===== config.mk =====
export PLATFORM = sky130hd
export DESIGN_NAME = decode_pipe_stage
export DESIGN_NICKNAME = d
export VERILOG_FILES = /design/src/rtl/decode_pipe_stage.sv
export SDC_FILE = /design/constraint.sdc
export NUM_CORES = 1
export LEC_CHECK = 0
export CAP_MARGIN = 0
export CELL_PAD_IN_SITES_DETAIL_PLACEMENT = 2
export CELL_PAD_IN_SITES_GLOBAL_PLACEMENT = 2
export CORE_UTILIZATION = 40
export CTS_CLUSTER_DIAMETER = 120
export CTS_CLUSTER_SIZE = 20
export DETAILED_ROUTE_END_ITERATION = 12
export HOLD_SLACK_MARGIN = 0.12
export PLACE_DENSITY_LB_ADDON = 0.1
export SKIP_LAST_GASP = 1
export SLEW_MARGIN = 20
export SYNTH_ARGS = -nofsm -noshare
export SYNTH_HDL_FRONTEND = slang
export SYNTH_SLANG_ARGS = --single-unit

===== constraint.sdc =====
create_clock -name clk -period 8 [get_ports clk]
set_input_delay 0.8 -clock clk [delete_from_list [all_inputs] [get_ports clk]]
set_output_delay 0.8 -clock clk [all_outputs]
set_load 0.05 [all_outputs]

===== src/rtl/decode_pipe_stage.sv =====
// Decode stage: 8-entry register file, immediate extension, load-use stall and ID/EX register.
// Define RF_BYPASS_EN to forward same-cycle write-back data onto the register reads.
module decode_pipe_stage #(
    parameter int DATA_W  = 16,
    parameter int R0_ZERO = 0
) (
    input  logic              clk,
    input  logic              rst,
    input  logic              if_valid,
    input  logic [15:0]       instr,
    output logic              if_ready,
    input  logic [2:0]        dec_wr_sel,
    input  logic              dec_reg_write,
    input  logic              dec_mem_read,
    input  logic              dec_uses_rt,
    input  logic              dec_halt,
    input  logic [2:0]        imm_sel,
    input  logic              wb_en,
    input  logic [2:0]        wb_sel,
    input  logic [DATA_W-1:0] wb_data,
    input  logic              ex_ready,
    input  logic              flush,
    output logic              ex_valid,
    output logic [DATA_W-1:0] ex_a,
    output logic [DATA_W-1:0] ex_b,
    output logic [DATA_W-1:0] ex_imm,
    output logic [2:0]        ex_wr_sel,
    output logic              ex_reg_write,
    output logic              ex_mem_read,
    output logic [15:0]       ex_instr,
    output logic              halted,
    output logic              err
);

    logic [DATA_W-1:0] rf_reg [8];
    logic [2:0]        rs;
    logic [2:0]        rt;
    logic              rs_zero;
    logic              rt_zero;
    logic [DATA_W-1:0] rs_data;
    logic [DATA_W-1:0] rt_data;
    logic [DATA_W-1:0] imm_next;
    logic              imm_illegal;
    logic              stall;
    logic              accept;

    logic              ex_valid_reg;
    logic [DATA_W-1:0] ex_a_reg;
    logic [DATA_W-1:0] ex_b_reg;
    logic [DATA_W-1:0] ex_imm_reg;
    logic [2:0]        ex_wr_sel_reg;
    logic              ex_reg_write_reg;
    logic              ex_mem_read_reg;
    logic [15:0]       ex_instr_reg;
    logic              halted_reg;
    logic              err_reg;

    assign rs      = instr[10:8];
    assign rt      = instr[7:5];
    assign rs_zero = (R0_ZERO != 0) && (rs == 3'd0);
    assign rt_zero = (R0_ZERO != 0) && (rt == 3'd0);

    // One always_ff per entry so reset can clear the whole file at once.
    genvar gi;
    generate
        for (gi = 0; gi < 8; gi++) begin : g_rf
            always_ff @(posedge clk or posedge rst) begin
                if (rst) begin
                    rf_reg[gi] <= '0;
                end else if (wb_en && (wb_sel == 3'(gi)) && !((R0_ZERO != 0) && (gi == 0))) begin
                    rf_reg[gi] <= wb_data;
                end
            end
        end
    endgenerate

    always_comb begin
        rs_data = rs_zero ? '0 : rf_reg[rs];
        rt_data = rt_zero ? '0 : rf_reg[rt];
`ifdef RF_BYPASS_EN
        if (wb_en && (wb_sel == rs) && !rs_zero) rs_data = wb_data;
        if (wb_en && (wb_sel == rt) && !rt_zero) rt_data = wb_data;
`endif
    end

    always_comb begin
        imm_next    = '0;
        imm_illegal = 1'b0;
        case (imm_sel)
            3'd0:    imm_next = {{(DATA_W-5){instr[4]}}, instr[4:0]};
            3'd1:    imm_next = {{(DATA_W-5){1'b0}}, instr[4:0]};
            3'd2:    imm_next = {{(DATA_W-8){instr[7]}}, instr[7:0]};
            3'd3:    imm_next = {{(DATA_W-8){1'b0}}, instr[7:0]};
            3'd4:    imm_next = {{(DATA_W-11){instr[10]}}, instr[10:0]};
            default: imm_illegal = 1'b1;
        endcase
    end

    // A load still in ID/EX cannot forward its result yet, so its consumer waits one cycle.
    assign stall    = if_valid && ex_valid_reg && ex_mem_read_reg &&
                      ((ex_wr_sel_reg == rs) || (dec_uses_rt && (ex_wr_sel_reg == rt)));
    assign if_ready = flush || (!halted_reg && ex_ready && !stall);
    assign accept   = if_valid && if_ready && !flush;

    always_ff @(posedge clk or posedge rst) begin
        if (rst) begin
            ex_valid_reg     <= 1'b0;
            ex_a_reg         <= '0;
            ex_b_reg         <= '0;
            ex_imm_reg       <= '0;
            ex_wr_sel_reg    <= '0;
            ex_reg_write_reg <= 1'b0;
            ex_mem_read_reg  <= 1'b0;
            ex_instr_reg     <= '0;
            halted_reg       <= 1'b0;
            err_reg          <= 1'b0;
        end else if (flush) begin
            ex_valid_reg     <= 1'b0;
            ex_reg_write_reg <= 1'b0;
            ex_mem_read_reg  <= 1'b0;
        end else if (accept) begin
            ex_valid_reg     <= 1'b1;
            ex_a_reg         <= rs_data;
            ex_b_reg         <= rt_data;
            ex_imm_reg       <= imm_next;
            ex_wr_sel_reg    <= dec_wr_sel;
            ex_reg_write_reg <= dec_reg_write;
            ex_mem_read_reg  <= dec_mem_read;
            ex_instr_reg     <= instr;
            if (dec_halt)    halted_reg <= 1'b1;
            if (imm_illegal) err_reg    <= 1'b1;
        end else if (ex_ready) begin
            ex_valid_reg     <= 1'b0;
            ex_reg_write_reg <= 1'b0;
            ex_mem_read_reg  <= 1'b0;
        end
    end

    assign ex_valid     = ex_valid_reg;
    assign ex_a         = ex_a_reg;
    assign ex_b         = ex_b_reg;
    assign ex_imm       = ex_imm_reg;
    assign ex_wr_sel    = ex_wr_sel_reg;
    assign ex_reg_write = ex_reg_write_reg;
    assign ex_mem_read  = ex_mem_read_reg;
    assign ex_instr     = ex_instr_reg;
    assign halted       = halted_reg;
    assign err          = err_reg;

endmodule


==> results.md <==
- Worst slew pin tran: 1.04 ns
- PD cells: 319 nW/um2
- Synth cell types: 31
- Reg2Reg Depth: 5
- Postcts setup bufs: 0
- Rel. slew slack: 30.9%
- Drt pass-1 iters: 4
- DR iter-0 viols: 196
- Worst Path Required: 7.20 ns
- Lkg Pwr: 4.65 nW
- Die X: 155 um
- Post-DP HPWL: 15.2 mm
- Final nets: 740
- Register Area: 4880 um2
- Io pins: 124
- Sink Count: 195
- Die ar.: 24,100 um2
- Worst Setup End Kind: primary output
- Top post-synthesis cells by area: dfrtp_1 (52%), mux2_2 (24%), mux4_2 (15%), a22o_1 (1.1%), mux2_1 (0.96%)
- Row count: 55
- Number of global-route vias before repair: 6,682
- Post-synth top area cell: dfrtp_1
- Clock skew: 0.0105 ns
- Max-slew violation count: 0
- Post-route antenna net violation count: 0
- Clock Pin Slew Worst Setup and Hold Paths: 0.07 ns
- Largest register FFs: 128
- Period utilization: 50.8%
- Post-synthesis sequential area ratio: 51.9%
- Critical Path AT: 3.27 ns
- Fmax: 0.246 GHz
- Largest net degree at the start of global routing: 128
- Worst min-delay path class: reg2reg
- Post-Syn Area: 9400 um2
- Yosys warning count: 0
- Synth top cells by count: mux2_2 (203), dfrtp_1 (195), mux4_2 (64)
- Post-synthesis adder-cell area fraction: 0%
- Cts repair resizes: 0
- Initial antenna violation count: 0
- Drt drc: 0
- Final setup viols: 0
- Main synth FF type: dfrtp_1
- Number of synthesized flops with an enable pin: 0
- Number of vias per cell: 5.60
- Routed WL per cell: 24.5 um
- Min-delay src: err
- Outcome: finished clean
- Unrepaired setup endpoints after global routing: false
- Cts bufs inserted: 17
- WHS Endpoint: err
- Overall Power: 3.65 mW
- CTS tree: done
- Syn avg cell area: 16.3 um2
- Final hold vios: 0
- FFs w/ async S/R, synth: 100%
- GPL Wtd Cong: 0.744
- Worst-Skew Late Latency: 0.44 ns
- Peak supply drop: 0.160 mV
- Area grow syn2layout: 21.8%
- Class of the most critical setup path: in2out
- Gr ovfl total: 0
- Port Buffers: 123
- Synthesis-stage register bit count: 195
- Compound-cell area share of the yosys netlist: 1.97%
- Root buffer cell: clkbuf_16
- Clock tree buffer depth: 2
- Core Region: 22,800 um2
- Worst setup SP type: input pin
- Vias after detailed routing: 5,683
- Initial core utilization: 41.1%
- Final WL: 24.9 mm
- Mux contribution to synthesized area: 40.7%
- Filler cell count: 2,093
- Syn Nets: 627
- Top cell type's share of synthesized area: 51.9%
- R2R Setup Slk: 5.37 ns
- H-Tree Depth: 4
- XOR/XNOR Fraction of Synth Area: 0.559%
- First-pass GRT wire length: 39.9 mm
- Area share of and/or/nand/nor cells after synthesis: 2.00%
- Height of the die: 155 um
- RR Startpoint: ex_wr_sel[1]
- Count leader, synth: mux2_2
- Synthesized instance count: 576
- Critical Path Fanout Max: 19
- Total GRT Usage: 22.3%
- Hold Buf Count CTS: 0
- Layout cells sized above 1: 46.7%
- Worst reg2reg path endpoint: ex_instr[10]
- Post-route setup TNS: 0 ns
- Multi-input gate area: 4260 um2
- Hold Path Depth: 1
- # diodes: 0
- Main combinational cell family by area after synthesis: multiplexers
- Max cap viols: 0
- Final min period: 4.07 ns
[power by group]
group	switching, mW	internal (mW)	leakage [nW]
logic	0.740	0.612	2.01
registers	0.196	1.26	2.36
clock network	0.398	0.451	0.274
[cell families after synthesis]
logic type | after synthesis
DFF | 195
xor gates and xnor gates | 6
buffers and inverters | 47
muxes | 276
and+or+nand+nor | 28
AOI/OAI and AO/OA | 24
[worst max-delay path: stages]
cell             delay (ns)
clkdlybuf4s50_1        0.46
buf_4                  0.35
xor2_1                 0.14
or4_4                  0.53
o211ai_2               0.15
nand2b_1               0.12
clkdlybuf4s50_1        0.72
[cell type report]
cell class                      count  share of cell area (%)
Timing Repair Buffer              139                    11.6
Inverter                            2                   0.131
Clock inverter                     13                    1.09
Multi-Input combinational cell    334                    37.2
Tap cell                          313                    3.42
Clock buffer                       19                    3.95
Sequential cell                   195                    42.6
[layer usage]
metal  global-route usage (%)  share of wire (%)  vias up
li1                         -                  -     2425
met1                     28.9                 44     3097
met2                     38.9                 52      136
met3                     3.45                3.2       25
met4                     6.02                1.2        0
met5                        0                  0        -
[per-stage QoR]
| step | worst slack [ns] | utilization (%) | hold WS, ns | cells | cell area, um2 |
|---|---|---|---|---|---|
| after global placement | 3.99 | 47.6 | 0.449 | 983 | 10900 |
| after detailed placement | 3.91 | 47.6 | 0.459 | 983 | 10900 |
| after global routing | 3.87 | 50.1 | 0.500 | 1015 | 11500 |
| final | 3.93 | 50.1 | 0.472 | 1015 | 11500 |
| after floorplan | 1.89 | - | 0.491 | 576 | 9400 |
| after CTS | 3.91 | 50.1 | 0.476 | 1015 | 11500 |
[how the worst max path moves through the flow]
stage | cells past startpoint | end | from
after floorplan | 1 | err | rst
after global placement | 7 | if_ready | instr[9]
after detailed placement | 7 | if_ready | instr[9]
after global routing | 7 | if_ready | instr[9]
final | 7 | if_ready | instr[9]
after CTS | 7 | if_ready | instr[9]
[cells in the final DEF (no fill, tap or decap), types with 5 or more instances in the layout]
master           instances
a21o_1                   5
o21ai_0                  6
nand2_1                  7
clkdlybuf4s50_1        119
mux4_2                  64
buf_4                   16
clkbuf_16               17
a22o_1                  12
mux2_2                 203
dfrtp_1                195
mux2_1                   8
Power figures use the tool's default switching activity.
